## src/rtl/aes_pkg.sv

```systemverilog
// -----------------------------------------------------------------------------
// aes_pkg
//   Constants and helpers shared by the AES key-schedule blocks.
//   Contents:
//     KEY_W / WORD_W / NR  : key width, word width, number of rounds
//     ST_*                 : expander state encoding (IDLE, EMIT, XOR, SUB, MIX)
//     rcon(round)          : round constant for rounds 1..10 (0 elsewhere)
//     rot_word(w)          : one-byte left rotation of a 32-bit word
// -----------------------------------------------------------------------------
package aes_pkg;

  localparam int KEY_W  = 128;
  localparam int WORD_W = 32;
  localparam int NR     = 10;

  localparam logic [2:0] ST_IDLE = 3'd0;
  localparam logic [2:0] ST_EMIT = 3'd1;
  localparam logic [2:0] ST_XOR  = 3'd2;
  localparam logic [2:0] ST_SUB  = 3'd3;
  localparam logic [2:0] ST_MIX  = 3'd4;

  function automatic logic [7:0] rcon(input logic [3:0] round);
    case (round)
      4'd1:    return 8'h01;
      4'd2:    return 8'h02;
      4'd3:    return 8'h04;
      4'd4:    return 8'h08;
      4'd5:    return 8'h10;
      4'd6:    return 8'h20;
      4'd7:    return 8'h40;
      4'd8:    return 8'h80;
      4'd9:    return 8'h1b;
      4'd10:   return 8'h36;
      default: return 8'h00;
    endcase
  endfunction

  function automatic logic [WORD_W-1:0] rot_word(input logic [WORD_W-1:0] w);
    return {w[WORD_W-9:0], w[WORD_W-1:WORD_W-8]};
  endfunction

endpackage

```

## src/rtl/aes_sbox_lut.sv

```systemverilog
// -----------------------------------------------------------------------------
// aes_sbox_lut
//   Combinational AES forward S-box, one byte in, one byte out. Shared with
//   the forward key expander.
//   Ports:
//     data  : input byte
//     subst : substituted byte
// -----------------------------------------------------------------------------
module aes_sbox_lut (
  input  logic [7:0] data,
  output logic [7:0] subst
);

  localparam logic [7:0] SBOX [256] = '{
    8'h63, 8'h7c, 8'h77, 8'h7b, 8'hf2, 8'h6b, 8'h6f, 8'hc5, 8'h30, 8'h01, 8'h67, 8'h2b, 8'hfe, 8'hd7, 8'hab, 8'h76,
    8'hca, 8'h82, 8'hc9, 8'h7d, 8'hfa, 8'h59, 8'h47, 8'hf0, 8'had, 8'hd4, 8'ha2, 8'haf, 8'h9c, 8'ha4, 8'h72, 8'hc0,
    8'hb7, 8'hfd, 8'h93, 8'h26, 8'h36, 8'h3f, 8'hf7, 8'hcc, 8'h34, 8'ha5, 8'he5, 8'hf1, 8'h71, 8'hd8, 8'h31, 8'h15,
    8'h04, 8'hc7, 8'h23, 8'hc3, 8'h18, 8'h96, 8'h05, 8'h9a, 8'h07, 8'h12, 8'h80, 8'he2, 8'heb, 8'h27, 8'hb2, 8'h75,
    8'h09, 8'h83, 8'h2c, 8'h1a, 8'h1b, 8'h6e, 8'h5a, 8'ha0, 8'h52, 8'h3b, 8'hd6, 8'hb3, 8'h29, 8'he3, 8'h2f, 8'h84,
    8'h53, 8'hd1, 8'h00, 8'hed, 8'h20, 8'hfc, 8'hb1, 8'h5b, 8'h6a, 8'hcb, 8'hbe, 8'h39, 8'h4a, 8'h4c, 8'h58, 8'hcf,
    8'hd0, 8'hef, 8'haa, 8'hfb, 8'h43, 8'h4d, 8'h33, 8'h85, 8'h45, 8'hf9, 8'h02, 8'h7f, 8'h50, 8'h3c, 8'h9f, 8'ha8,
    8'h51, 8'ha3, 8'h40, 8'h8f, 8'h92, 8'h9d, 8'h38, 8'hf5, 8'hbc, 8'hb6, 8'hda, 8'h21, 8'h10, 8'hff, 8'hf3, 8'hd2,
    8'hcd, 8'h0c, 8'h13, 8'hec, 8'h5f, 8'h97, 8'h44, 8'h17, 8'hc4, 8'ha7, 8'h7e, 8'h3d, 8'h64, 8'h5d, 8'h19, 8'h73,
    8'h60, 8'h81, 8'h4f, 8'hdc, 8'h22, 8'h2a, 8'h90, 8'h88, 8'h46, 8'hee, 8'hb8, 8'h14, 8'hde, 8'h5e, 8'h0b, 8'hdb,
    8'he0, 8'h32, 8'h3a, 8'h0a, 8'h49, 8'h06, 8'h24, 8'h5c, 8'hc2, 8'hd3, 8'hac, 8'h62, 8'h91, 8'h95, 8'he4, 8'h79,
    8'he7, 8'hc8, 8'h37, 8'h6d, 8'h8d, 8'hd5, 8'h4e, 8'ha9, 8'h6c, 8'h56, 8'hf4, 8'hea, 8'h65, 8'h7a, 8'hae, 8'h08,
    8'hba, 8'h78, 8'h25, 8'h2e, 8'h1c, 8'ha6, 8'hb4, 8'hc6, 8'he8, 8'hdd, 8'h74, 8'h1f, 8'h4b, 8'hbd, 8'h8b, 8'h8a,
    8'h70, 8'h3e, 8'hb5, 8'h66, 8'h48, 8'h03, 8'hf6, 8'h0e, 8'h61, 8'h35, 8'h57, 8'hb9, 8'h86, 8'hc1, 8'h1d, 8'h9e,
    8'he1, 8'hf8, 8'h98, 8'h11, 8'h69, 8'hd9, 8'h8e, 8'h94, 8'h9b, 8'h1e, 8'h87, 8'he9, 8'hce, 8'h55, 8'h28, 8'hdf,
    8'h8c, 8'ha1, 8'h89, 8'h0d, 8'hbf, 8'he6, 8'h42, 8'h68, 8'h41, 8'h99, 8'h2d, 8'h0f, 8'hb0, 8'h54, 8'hbb, 8'h16
  };

  assign subst = SBOX[data];

endmodule

```

## src/rtl/aes_inv_key_expander.sv

```systemverilog
// -----------------------------------------------------------------------------
// aes_inv_key_expander
//   Reverse AES-128 key schedule. Takes the round-10 key and streams round
//   keys 10, 9, ... 0 over a valid/ready interface, regenerating each previous
//   key from the current one with a byte-serial S-box (SUB_BPC bytes/cycle).
//
//   Parameters:
//     NR      : number of rounds (only 10 is meaningful)
//     SUB_BPC : S-box bytes substituted per cycle (1, 2 or 4)
//
//   Ports:
//     clk, rst            : clock, synchronous active-high reset
//     in_valid / in_ready : round-10 key handshake (ready only when idle)
//     in_key              : round-10 key, [127:96] = column 0
//     out_valid/out_ready : round-key handshake
//     out_key, out_round  : current round key and its round index
//     done                : one-cycle pulse after the round-0 handshake
//
//   Optional (`define INV_KEY_BANK_EN):
//     rd_index  : bank read index (values above 10 read as zero)
//     rd_key    : bank[rd_index], combinational
//     bank_full : set once round 0 has been written, cleared on a new accept
// -----------------------------------------------------------------------------
module aes_inv_key_expander
  import aes_pkg::*;
#(
  parameter int NR      = aes_pkg::NR,
  parameter int SUB_BPC = 1
) (
  input  logic             clk,
  input  logic             rst,
  input  logic             in_valid,
  output logic             in_ready,
  input  logic [KEY_W-1:0] in_key,
  output logic             out_valid,
  input  logic             out_ready,
  output logic [KEY_W-1:0] out_key,
  output logic [3:0]       out_round,
  output logic             done
`ifdef INV_KEY_BANK_EN
  ,
  input  logic [3:0]       rd_index,
  output logic [KEY_W-1:0] rd_key,
  output logic             bank_full
`endif
);

  localparam int SUB_CYC = 4 / SUB_BPC;

  logic [2:0]        state;
  logic [KEY_W-1:0]  cur;
  logic [3:0]        r;
  logic [WORD_W-1:0] temp;
  logic [1:0]        sub_cnt;

  assign in_ready  = (state == ST_IDLE);
  assign out_valid = (state == ST_EMIT);
  assign out_key   = cur;
  assign out_round = r;

  // Byte lanes handled this SUB cycle, least-significant byte first.
  logic [1:0] byte_sel [SUB_BPC];
  logic [7:0] sbox_out [SUB_BPC];

  for (genvar g = 0; g < SUB_BPC; g++) begin : g_sbox
    assign byte_sel[g] = 2'(int'(sub_cnt) * SUB_BPC + g);
    aes_sbox_lut u_sbox (
      .data  (temp[8*byte_sel[g] +: 8]),
      .subst (sbox_out[g])
    );
  end

  // cur is reused as the working register: XOR rewrites columns 1..3 into the
  // previous key's columns 1..3 while column 0 is kept for the MIX step.
  always_ff @(posedge clk) begin
    if (rst) begin
      state   <= ST_IDLE;
      cur     <= '0;
      r       <= '0;
      temp    <= '0;
      sub_cnt <= '0;
      done    <= 1'b0;
    end else begin
      // NOTE: state registers use non-blocking assignments so every branch
      // reads the pre-edge values, e.g. the XOR step mixes old columns.
      done <= 1'b0;
      case (state)
        ST_IDLE: begin
          if (in_valid) begin
            cur   <= in_key;
            r     <= 4'(NR);
            state <= ST_EMIT;
          end
        end
        ST_EMIT: begin
          if (out_ready) begin
            if (r == 4'd0) begin
              state <= ST_IDLE;
              done  <= 1'b1;
            end else begin
              state <= ST_XOR;
            end
          end
        end
        ST_XOR: begin
          cur[95:64] <= cur[95:64] ^ cur[127:96];
          cur[63:32] <= cur[63:32] ^ cur[95:64];
          cur[31:0]  <= cur[31:0]  ^ cur[63:32];
          temp       <= rot_word(cur[31:0] ^ cur[63:32]);
          sub_cnt    <= '0;
          state      <= ST_SUB;
        end
        ST_SUB: begin
          for (int i = 0; i < SUB_BPC; i++) begin
            temp[8*byte_sel[i] +: 8] <= sbox_out[i];
          end
          if (sub_cnt == 2'(SUB_CYC - 1)) begin
            state <= ST_MIX;
          end else begin
            sub_cnt <= sub_cnt + 2'd1;
          end
        end
        ST_MIX: begin
          cur[127:96] <= cur[127:96] ^ temp ^ {rcon(r), 24'h0};
          r           <= r - 4'd1;
          state       <= ST_EMIT;
        end
        default: state <= ST_IDLE;
      endcase
    end
  end

`ifdef INV_KEY_BANK_EN
  logic [KEY_W-1:0] bank [0:10];

  always_ff @(posedge clk) begin
    if (rst) begin
      // NOTE: the bank is cleared on reset so stale keys from an abandoned
      // sequence can never be read back; this forces flops rather than RAM.
      for (int i = 0; i <= 10; i++) begin
        bank[i] <= '0;
      end
      bank_full <= 1'b0;
    end else begin
      if (in_valid && in_ready) begin
        bank_full <= 1'b0;
      end
      if (out_valid && out_ready) begin
        bank[r] <= cur;
        if (r == 4'd0) begin
          bank_full <= 1'b1;
        end
      end
    end
  end

  assign rd_key = (rd_index <= 4'd10) ? bank[rd_index] : '0;
`endif

endmodule
```

## config.mk

```make
export PLATFORM = sky130hd
export DESIGN_NAME = aes_inv_key_expander
export DESIGN_NICKNAME = d
export VERILOG_FILES = /design/src/rtl/aes_pkg.sv /design/src/rtl/aes_sbox_lut.sv /design/src/rtl/aes_inv_key_expander.sv
export SDC_FILE = /design/constraint.sdc
export NUM_CORES = 1
export LEC_CHECK = 0
export CAP_MARGIN = 20
export CELL_PAD_IN_SITES_DETAIL_PLACEMENT = 0
export CELL_PAD_IN_SITES_GLOBAL_PLACEMENT = 1
export CORE_MARGIN = 4
export CORE_UTILIZATION = 29
export CTS_BUF_LIST = sky130_fd_sc_hd__clkbuf_8
export CTS_CLUSTER_DIAMETER = 60
export CTS_CLUSTER_SIZE = 25
export DETAILED_ROUTE_END_ITERATION = 10
export PLACE_DENSITY_LB_ADDON = 0.1
export SLEW_MARGIN = 30
export SYNTH_ARGS = -nofsm -noshare
export SYNTH_HDL_FRONTEND = slang
export SYNTH_HIERARCHICAL = 1
export SYNTH_SLANG_ARGS = --single-unit
```

## constraint.sdc

```tcl
create_clock -name clk -period 3.9 [get_ports clk]
set_clock_uncertainty 0.2 [all_clocks]
set_input_delay 0.585 -clock clk [delete_from_list [all_inputs] [get_ports clk]]
set_output_delay 0.585 -clock clk [all_outputs]
set_load 0.03 [all_outputs]
```

==> results of run 1 <==
[cell type report]
type	count	share of cell area (%)
flip-flops and latches	178	20.36
repair buffers	502	26.53
clock inverters	12	0.6926
well taps	539	3.849
inverters	32	0.6855
multi-input cells	1298	46.32
clock buffers	20	1.571
[layout by cell type, fill, tap and decap left out, types with 14 or more instances in the layout]
cell type and instances:
sky130_fd_sc_hd__nor2b_1 24, sky130_fd_sc_hd__a2bb2oi_1 25, sky130_fd_sc_hd__nand2_1 180, sky130_fd_sc_hd__dfxtp_1 177, sky130_fd_sc_hd__o21ai_0 120, sky130_fd_sc_hd__nand3_1 93
sky130_fd_sc_hd__or2_2 70, sky130_fd_sc_hd__a221oi_1 54, sky130_fd_sc_hd__nor3_1 50, sky130_fd_sc_hd__a31oi_1 87, sky130_fd_sc_hd__xor2_1 33, sky130_fd_sc_hd__nor3b_1 53
sky130_fd_sc_hd__buf_12 17, sky130_fd_sc_hd__clkdlybuf4s50_1 265, sky130_fd_sc_hd__clkbuf_8 20, sky130_fd_sc_hd__ha_1 20, sky130_fd_sc_hd__inv_1 30, sky130_fd_sc_hd__a211oi_1 25
sky130_fd_sc_hd__nor2_1 131, sky130_fd_sc_hd__a21oi_1 110, sky130_fd_sc_hd__mux4_2 14, sky130_fd_sc_hd__nand2b_1 17, sky130_fd_sc_hd__buf_4 219
[flip-flops by register name, summed over array words and instances, names as in the netlist, named ones only]
| name | cells |
|---|---|
| done | 1 |
| out_key | 128 |
| out_round | 4 |
| state | 3 |
| sub_cnt | 2 |
| temp | 32 |
[metrics by stage]
step                hold WS [ns]  std cells  TNS [ns]  cell area, um^2  total power, uW
floorplan                 0.2721       1656         0            12290             3130
global placement          0.2942       2548   -0.1867            16970             4232
detailed placement        0.3002       2548   -0.1918            16970             4211
CTS                       0.1613       2580  -0.06662            17410             5628
global route              0.2159       2581  -0.02276            17520             5866
finish                    0.2240       2581         0            17520             5623
[routing by layer]
layer,track usage (%),vias up
met5,0,-
met4,10.99,4
met3,5.530,137
met2,43.88,592
met1,38.49,7328
li1,-,6864
[worst paths after layout]
kind | start | cells after the start | end | slack (ns)
worst max register to register | sub_cnt[0] | 13 | temp[27] | 0.09
worst max-delay path | sub_cnt[0] | 13 | temp[27] | 0.09
worst min-delay path | rst | 2 | out_key[27] | 0.22
worst min register to register | out_key[87] | 2 | out_key[87] | 0.32
[power by group through the flow]
stage | logic, uW | clock network (uW) | registers (uW)
CTS | 2090 | 1440 | 2110
detailed placement | 2060 | 0 | 2150
global placement | 2090 | 0 | 2140
finish | 2140 | 1380 | 2110
floorplan | 845 | 0 | 2290
global route | 2250 | 1480 | 2130
[what timing repair did]
action	4_1_cts	5_1_grt
pin swaps	0	5
hold buffers	0	0
gates cloned	0	0
endpoints found under the setup margin	13	31
resized for setup	8	28
buffers inserted	0	1
[worst max-delay path, delay by kind of cell, from the launching register on]
| kind | cells | cell delay, ns |
|---|---|---|
| simple gates | 2 | 0.33 |
| buf+inv | 4 | 0.72 |
| mux | 1 | 0.53 |
| flops | 1 | 0.39 |
| fa+ha+maj | 1 | 0.21 |
| compound gates | 5 | 1.28 |
[logic make-up (layout without fill, tap and decap cells)]
kind of cell,count (synthesis),after routing
AND/OR/NAND/NOR,683,683
AO/OA/AOI/OAI,534,534
buffers and inverters,180,566
flip-flops,178,178
XOR/XNOR,39,39
adder cells (fa/ha/maj),23,23
multiplexers,19,19
==> flow_summary_export.csv, run 1 <==
group,metric,value,unit
run_status,status,"complete, no violations",
cells_and_area,drive_gt1_share,19.93,%
worst_setup_path,worst-endpoint-required,4.13,ns
logic_synthesis,syn-num-nets,1811,
floorplanning,floorplan.die.height,213.8,um
logic_synthesis,synth-warning-count,6,
cells_and_area,share_of_the_core_filled_with_cells_in_the_final_layout,41.77,%
drt,wl_met1,29440,um
placed_design,detailed_place_hpwl,50350,um
power,power_switching_share,39.17,%
power,p_int,3421,uW
cells_and_area,design.final.nets,2184,
worst_setup_path,setup.worst_path.class,"reg -> reg",
logic_synthesis,synth-seq-area-share,29.01,%
power,power.density,320.9,mW/mm^2
worst_setup_path,cp_data_arrival_time,4.04,ns
sta,fmax,262.5,MHz
sta,timing.final.ws_setup,0.09052,ns
worst_setup_path,crit_path_top_delay_cell,"sky130_fd_sc_hd__mux4_2",
sta,tightest_slew,1.025,ns
sta,fin_crit,3.809,ns
worst_setup_path,timing.critical_path.from_type,"register",
cells_and_area,fillerInstances,4381,
power,sequentialPowerShare,37.5,%
global_routing,wire_length_of_the_first_global_routing_pass,96370,um
sta,min_period_over_period,97.68,%
drt,route.detailed.wl_per_inst,25.56,um
sta,slew_headroom,31.10,%
power,total_switching_power,2202,uW
clock_network,cts.sink_count,178,
placed_design,port-buffer-count,266,
drt,drtIter0Drc,1228,
cells_and_area,n_antenna_cell,0,
logic_synthesis,syn_area,0.01228,mm^2
global_routing,grt_pass1_vias,14490,
logic_synthesis,synth.top_cells.by_count,"sky130_fd_sc_hd__nand2_1, sky130_fd_sc_hd__dfxtp_1, sky130_fd_sc_hd__nor2_1, sky130_fd_sc_hd__o21ai_0, sky130_fd_sc_hd__a21oi_1",
drt,route.vias.total,14930,
floorplanning,die_width,213.8,um
logic_synthesis,synth-seq-cells,178,
cells_and_area,regArea,0.003567,mm^2
run,maxCapViolCount,0,
cells_and_area,multi_input_comb_area,0.008117,mm^2
drt,topRoutingLayerUsed,"met5",
logic_synthesis,netlist-cell-type-count,80,
floorplanning,placeableCoreArea,0.04195,mm^2
logic_synthesis,synth_top_cell_by_area,"sky130_fd_sc_hd__dfxtp_1",
logic_synthesis,synth_most_common_cell,"sky130_fd_sc_hd__nand2_1",
drt,wirelength,65970,um
clock_network,cts_tree,"built",
drt,met2RoutedLength,29680,um
global_routing,number_of_antenna_violations_at_the_first_check_in_global_routing,3,
worst_setup_path,critical_path_peak_fanout,7,
drt,avgViaCountPerCell,5.783,
drt,antenna_violating_nets_post_route,0,
clock_network,clk_pin_slew,0.12,ns
worst_setup_path,worstPathCellList,"mux4_2 > buf_4 > ha_2 > buf_4 > nand2b_1 > buf_4 > a21oi_1 > o31ai_1 > o221ai_2 > a31o_2 > buf_4 > a221oi_1 > nor3_1",
logic_synthesis,async_flop_share,0,%
worst_setup_path,crit_path_frequent_cell,"sky130_fd_sc_hd__buf_4",
sta,setup_repair_after_global_routing_missed_its_margin,"true",
logic_synthesis,yosys.area_share.xor_xnor,2.781,%
global_routing,grt_overflow_total,0,
clock_network,clockBufferDepth,2,
logic_synthesis,synth-edff-count,0,
logic_synthesis,area_fraction_in_compound_gates_after_synthesis,28.63,%
logic_synthesis,synth_top_area_share,29.01,%
logic_synthesis,synthSimpleGateAreaFrac,27.95,%
logic_synthesis,synthesis.area_per_instance,7.417,um^2
floorplanning,io-pin-count,267,
logic_synthesis,synth_top_family_by_area,"compound AO/OA/AOI/OAI gates",
logic_synthesis,synth_mux_area_share,2.995,%
cells_and_area,area_growth_syn_to_layout,42.68,%
worst_setup_path,timing.critical_path.to_type,"register",
clock_network,htreeDepth,4,
sta,hold_viol,0,
power,p_clk_share,24.5,%
global_routing,track_usage,28.15,%
sta,final-setup-viol-count,0,
sta,slew_violations,0,
drt,drcViolationCount,0,
drt,wl_met3,4413,um
clock_network,numCtsBuffers,17,
logic_synthesis,synth_adder_area_share,2.343,%
floorplanning,start_util,29.28,%
clock_network,clock_latency_on_the_worst_skew_pair,0.55,ns
logic_synthesis,yosys-top-cells-area,"sky130_fd_sc_hd__dfxtp_1, sky130_fd_sc_hd__nand2_1, sky130_fd_sc_hd__o21ai_0, sky130_fd_sc_hd__a21oi_1, sky130_fd_sc_hd__a31oi_1",
logic_synthesis,synth_flop_cell,"sky130_fd_sc_hd__dfxtp_1",
placed_design,place_ws,-0.1280,ns
worst_setup_path,max_stage_delay,0.53,ns
worst_hold_path,min_path_type,"in -> reg",
clock_network,cts_root_buffer,"sky130_fd_sc_hd__clkbuf_8",
power,static-leakage-power,0.006368,uW
power,comb_power_share,38.0,%
global_routing,grt_start_max_net_pins,142,
drt,first_pass_iteration_count_of_the_detailed_router,6,
floorplanning,num_rows,75,
power,max-vdd-ir-drop,0.1792,mV
placed_design,place_congestion,1.026,
floorplanning,fp.dieArea,0.04571,mm^2
logic_synthesis,syn_inst,1656,
No activity file was read; power rests on OpenSTA's default activity.
==> run 2, diff against run 1 <==
Settings changed: CORE_ASPECT_RATIO from default to 1.4, PLACE_DENSITY from default to 0.67, PLACE_DENSITY_LB_ADDON 0.1 to default.
==> flow_summary_export.csv, run 2 (synthesis gave the netlist of run 1 again) <==
group,metric,value,unit
cells_and_area,drive_gt1_share,19.11,%
cells_and_area,largest_reg_flops,128,
global_routing,track_usage,27.93,%
floorplanning,fp.dieArea,0.04575,mm^2
sta,min_period_over_period,99.25,%
drt,wirelength,66830,um
cells_and_area,fillerInstances,4268,
power,static-leakage-power,0.006261,uW
sta,fmax,258.4,MHz
worst_setup_path,setup.worst_path.class,"reg -> reg",
drt,drtIter0Drc,1340,
placed_design,place_congestion,1.033,
sta,fin_crit,3.871,ns
sta,hold_viol,0,
worst_setup_path,worst-endpoint-required,4.10,ns
worst_setup_path,max_stage_delay,0.61,ns
floorplanning,die_width,181.9,um
global_routing,grt_overflow_total,0,
floorplanning,placeableCoreArea,0.04151,mm^2
drt,first_pass_iteration_count_of_the_detailed_router,6,
clock_network,numCtsBuffers,17,
run_status,status,"complete, no violations",
drt,avgViaCountPerCell,5.787,
placed_design,detailed_place_hpwl,50760,um
drt,drcViolationCount,0,
global_routing,grt_start_max_net_pins,65,
clock_network,cts.sink_count,178,
clock_network,clk_pin_slew,0.10,ns
global_routing,wire_length_of_the_first_global_routing_pass,97100,um
cells_and_area,regArea,0.003565,mm^2
clock_network,cts_root_buffer,"sky130_fd_sc_hd__clkbuf_8",
worst_hold_path,min_path_type,"in -> reg",
worst_setup_path,crit_path_frequent_cell,"sky130_fd_sc_hd__buf_4",
worst_setup_path,crit_path_top_delay_cell,"sky130_fd_sc_hd__mux4_2",
worst_setup_path,timing.critical_path.to_type,"register",
placed_design,dpl_cell_area,0.01679,mm^2
clock_network,htreeDepth,4,
worst_setup_path,timing.critical_path.from_type,"register",
cells_and_area,most-common-layout-cells,"sky130_fd_sc_hd__clkdlybuf4s50_1, sky130_fd_sc_hd__buf_4, sky130_fd_sc_hd__nand2_1, sky130_fd_sc_hd__dfxtp_1, sky130_fd_sc_hd__nor2_1",
drt,route.vias.total,14870,
global_routing,number_of_antenna_violations_at_the_first_check_in_global_routing,4,
clock_network,clock_latency_on_the_worst_skew_pair,0.50,ns
clock_network,postCtsHoldBufs,0,
floorplanning,floorplan.die.height,251.5,um
cells_and_area,most_common_library_cell_in_the_layout_ignoring_fill_and_taps,"sky130_fd_sc_hd__clkdlybuf4s50_1",
cells_and_area,area_growth_syn_to_layout,41.38,%
clock_network,cts_tree,"built",
floorplanning,start_util,29.59,%
cells_and_area,stdcell_area,0.01736,mm^2
drt,route.detailed.wl_per_inst,26.02,um
worst_setup_path,worstPathCellList,"buf_4 > buf_4 > mux4_2 > nor2_1 > buf_4 > o311ai_0 > a31oi_1 > a31oi_1 > buf_4 > a22oi_1 > buf_4 > nand4_1 > a221oi_1",
floorplanning,num_rows,88,
sta,tightest_slew,0.8552,ns
worst_setup_path,critical_path_peak_fanout,11,
sta,final-setup-viol-count,0,
drt,antenna_violating_nets_post_route,0,
sta,timing.hold.ws,0.3109,ns
clock_network,clockBufferDepth,2,
power,power.density,324.4,mW/mm^2
floorplanning,io-pin-count,267,
cells_and_area,design.final.nets,2167,
sta,slew_headroom,42.51,%
global_routing,grt_pass1_vias,14660,
cells_and_area,multi_input_comb_area,0.008095,mm^2
placed_design,port-buffer-count,266,
worst_setup_path,cp_data_arrival_time,4.07,ns
power,max-vdd-ir-drop,0.2149,mV
run,maxCapViolCount,0,
sta,slew_violations,0,
==> run 2: layout make-up <==
class | instances | area share, %
diodes | 4 | 0.05765
repair buffers | 485 | 25.75
clock inverters | 14 | 1.038
well taps | 540 | 3.891
multi-input cells | 1298 | 46.62
clock buffers | 18 | 1.427
inverters | 32 | 0.6917
flip-flops and latches | 178 | 20.53
==> run 2: timing repair <==
action                                  CTS  global route
setup buffers                             0             1
resized for setup                         5            24
endpoints found under the setup margin   10            26
pin swaps                                 0             4
==> run 2: report_power, final <==
| part | switching, uW | leakage [uW] | internal (uW) |
|---|---|---|---|
| logic | 1230 | 0.00460 | 892 |
| registers | 164 | 0.00146 | 1940 |
| clock network | 748 | 0.000198 | 657 |
==> run 2: critical path, delay by kind of cell (launching register included) <==
family,cells,cell delay [ns]
buf+inv,5,0.98
compound gates,5,0.83
simple gates,2,0.78
mux,1,0.61
flops,1,0.37
==> run 2: worst paths after layout <==
kind | start | endpoint | slack (ns) | cells past startpoint
setup / recovery | sub_cnt[0] | temp[21] | 0.03 | 13
hold / removal | rst | out_round[0] | 0.31 | 2
setup reg to reg | sub_cnt[0] | temp[21] | 0.03 | 13
hold reg to reg | out_key[78] | out_key[78] | 0.32 | 2
==> run 2: metal layers <==
| metal | vias up | wire, um | global-route usage, % |
|---|---|---|---|
| met1 | 7089 | 23820 | 29.93 |
| met5 | - | 0 | 0 |
| met2 | 736 | 34280 | 50.54 |
| met3 | 226 | 4149 | 5.307 |
| met4 | 0 | 4585 | 16.84 |
| li1 | 6817 | - | - |
==> run 2: per-stage QoR <==
step | std cells | util, % | TNS (ns) | power [uW] | setup WS, ns
floorplan | 1656 | - | 0 | 3130 | 0.008308
global placement | 2532 | 40.45 | -0.3172 | 4205 | -0.1616
detailed placement | 2532 | 40.45 | -0.1706 | 4193 | -0.06896
CTS | 2564 | 41.53 | 0 | 5616 | 0.01581
global route | 2569 | 41.83 | -0.01851 | 5870 | -0.008864
finish | 2569 | 41.83 | 0 | 5633 | 0.02942
==> run 3, diff against run 2 <==
Settings changed: CORE_UTILIZATION 29 to 34, PLACE_DENSITY 0.67 to 0.77, SETUP_SLACK_MARGIN from default to 0.1.
==> flow_summary_export.csv, run 3 (synthesis gave the netlist of run 1 again) <==
group,metric,value,unit
worst_hold_path,timing.hold.worst.start,"rst",
cells_and_area,most-common-layout-cells,"sky130_fd_sc_hd__clkdlybuf4s50_1, sky130_fd_sc_hd__buf_4, sky130_fd_sc_hd__nand2_1, sky130_fd_sc_hd__dfxtp_1, sky130_fd_sc_hd__nor2_1",
drt,avgViaCountPerCell,5.986,
worst_setup_path,worst-r2r-cell-count,12,
sta,fmax,262.9,MHz
global_routing,wire_length_of_the_first_global_routing_pass,94210,um
worst_hold_path,min_path_type,"in -> reg",
floorplanning,io-pin-count,267,
worst_hold_path,worstHoldPathCells,2,
power,static-leakage-power,0.006424,uW
sta,tightest_slew,0.9671,ns
sta,setup_repair_after_global_routing_missed_its_margin,"true",
cells_and_area,drive_gt1_share,20.81,%
drt,route.detailed.wl_per_inst,26.08,um
placed_design,place_congestion,1.007,
drt,drtIter0Drc,1353,
drt,drcViolationCount,0,
clock_network,clockBufferDepth,2,
drt,first_pass_iteration_count_of_the_detailed_router,5,
worst_setup_path,cp_data_arrival_time,3.97,ns
clock_network,cts_tree,"built",
global_routing,track_usage,31.68,%
sta,timing.final.ws_setup,0.09594,ns
power,power.density,316.3,mW/mm^2
worst_setup_path,critical_path_peak_fanout,13,
worst_setup_path,worstSetupStartpoint,"sub_cnt[0]",
drt,route.vias.total,15060,
sta,finalSetupTns,0,ns
floorplanning,die_width,168.6,um
floorplanning,fp.dieArea,0.03927,mm^2
placed_design,port-buffer-count,266,
worst_setup_path,crit_path_top_delay_cell,"sky130_fd_sc_hd__mux4_2",
sta,final-setup-viol-count,0,
floorplanning,placeableCoreArea,0.03570,mm^2
floorplanning,floorplan.die.height,232.9,um
drt,antenna_violating_nets_post_route,0,
global_routing,grt_overflow_total,0,
cells_and_area,fillerInstances,3547,
power,max-vdd-ir-drop,0.2401,mV
worst_setup_path,max_stage_delay,0.76,ns
sta,hold_viol,0,
sta,min_period_over_period,97.54,%
clock_network,cts_root_buffer,"sky130_fd_sc_hd__clkbuf_8",
floorplanning,start_util,34.40,%
worst_setup_path,crit-reg2reg-capture,"temp[21]",
global_routing,number_of_antenna_violations_at_the_first_check_in_global_routing,1,
sta,slew_violations,0,
clock_network,postCtsHoldBufs,0,
worst_hold_path,timing.hold.worst_endpoint,"out_round[0]",
clock_network,cts.sink_count,178,
worst_setup_path,worstPathCellList,"buf_12 > buf_4 > mux4_2 > buf_4 > buf_4 > a2111oi_4 > buf_4 > o32ai_1 > a22oi_1 > buf_4 > nand4_1 > a221oi_2",
floorplanning,num_rows,82,
clock_network,clock_latency_on_the_worst_skew_pair,0.48,ns
worst_setup_path,timing.critical_path.from_type,"register",
run_status,status,"complete, no violations",
cells_and_area,largest_reg_flops,128,
global_routing,grt_start_max_net_pins,167,
cells_and_area,most_common_library_cell_in_the_layout_ignoring_fill_and_taps,"sky130_fd_sc_hd__clkdlybuf4s50_1",
cells_and_area,design.final.nets,2194,
cells_and_area,area_growth_syn_to_layout,43.54,%
worst_setup_path,setup.worst_path.class,"reg -> reg",
worst_setup_path,timing.critical_path.to_type,"register",
sta,slew_headroom,34.99,%
clock_network,htreeDepth,4,
clock_network,numCtsBuffers,17,
placed_design,place_ws,-0.06357,ns
placed_design,detailed_place_hpwl,49530,um
worst_setup_path,worstReg2RegStart,"sub_cnt[0]",
sta,fin_crit,3.804,ns
worst_setup_path,setup.reg_to_reg.worst_slack,0.1,ns
run,maxCapViolCount,0,
clock_network,clk_pin_slew,0.09,ns
worst_setup_path,worst-endpoint-required,4.07,ns
drt,wirelength,65620,um
worst_setup_path,crit_path_frequent_cell,"sky130_fd_sc_hd__buf_4",
global_routing,grt_pass1_vias,14490,
==> run 3: cell types whose count changed in the layout (fill, tap and decap cells not counted), sizes merged <==
| cell | change |
|---|---|
| diode | -2 |
| bufinv | -1 |
| buf | +26 |
| inv | +1 |
| clkinv | -1 |
| clkbuf | +2 |
==> run 3: power by group <==
part / leakage, uW / switching (uW) / internal (uW)
Clock: 0.000193 / 714 / 601
Combinational: 0.00477 / 1250 / 913
Sequential: 0.00146 / 161 / 1940
Total: 0.00642 / 2120 / 3450
==> run 3: worst max path at each step <==
stage,end,slack (ns),cells after the start
after floorplan,temp[17],0.13,15
after CTS,temp[21],0.06,13
after global placement,temp[17],-0.08,15
after detailed placement,temp[21],-0.06,13
final,temp[21],0.1,12
after global routing,temp[21],0.05,14
==> run 3: through the flow <==
stage / hold slack [ns] / total power [uW] / area [um^2] / std cells / util (%)
floorplan: 0.2721 / 3132 / 12300 / 1656 / -
global placement: 0.2896 / 4190 / 16820 / 2469 / 47.12
detailed placement: 0.3035 / 4184 / 16830 / 2469 / 47.13
CTS: 0.1274 / 5501 / 17270 / 2501 / 48.36
global route: 0.1349 / 5781 / 17630 / 2515 / 49.37
finish: 0.1661 / 5576 / 17630 / 2516 / 49.38
==> run 3: layout make-up <==
type                       count  area, um^2  share of cell area [%]
multi-input combinational   1298        8218                   46.61
timing repair buffer         512        4743                   26.91
inverter                      32       120.1                  0.6813
antenna                        2       5.005                 0.02839
tap                          462       578.1                   3.279
clock buffer                  19       261.5                   1.483
sequential                   178        3567                   20.23
clock inverter                13       136.4                  0.7736
==> run 3: repair_timing <==
item	4_1_cts	5_1_grt
setup buffers	0	12
setup endpoints to repair	25	30
pin swaps	4	13
cloned	0	1
resized for setup	12	51
==> run 3: critical path: cells and delay by family (launching register included) <==
family / cells / cell delay [ns]
buffers and inverters: 6 / 1.17
AOI/OAI and AO/OA: 4 / 0.97
DFF: 1 / 0.39
and+or+nand+nor: 1 / 0.19
muxes: 1 / 0.76
==> run 3: metal layers <==
metal	part of all wire (%)	global-route usage (%)	up-vias
met4	7.5	19.06	0
met1	35	33.75	7261
met5	0	0	-
li1	-	-	6871
met3	5.5	4.946	206
met2	52	58.33	722
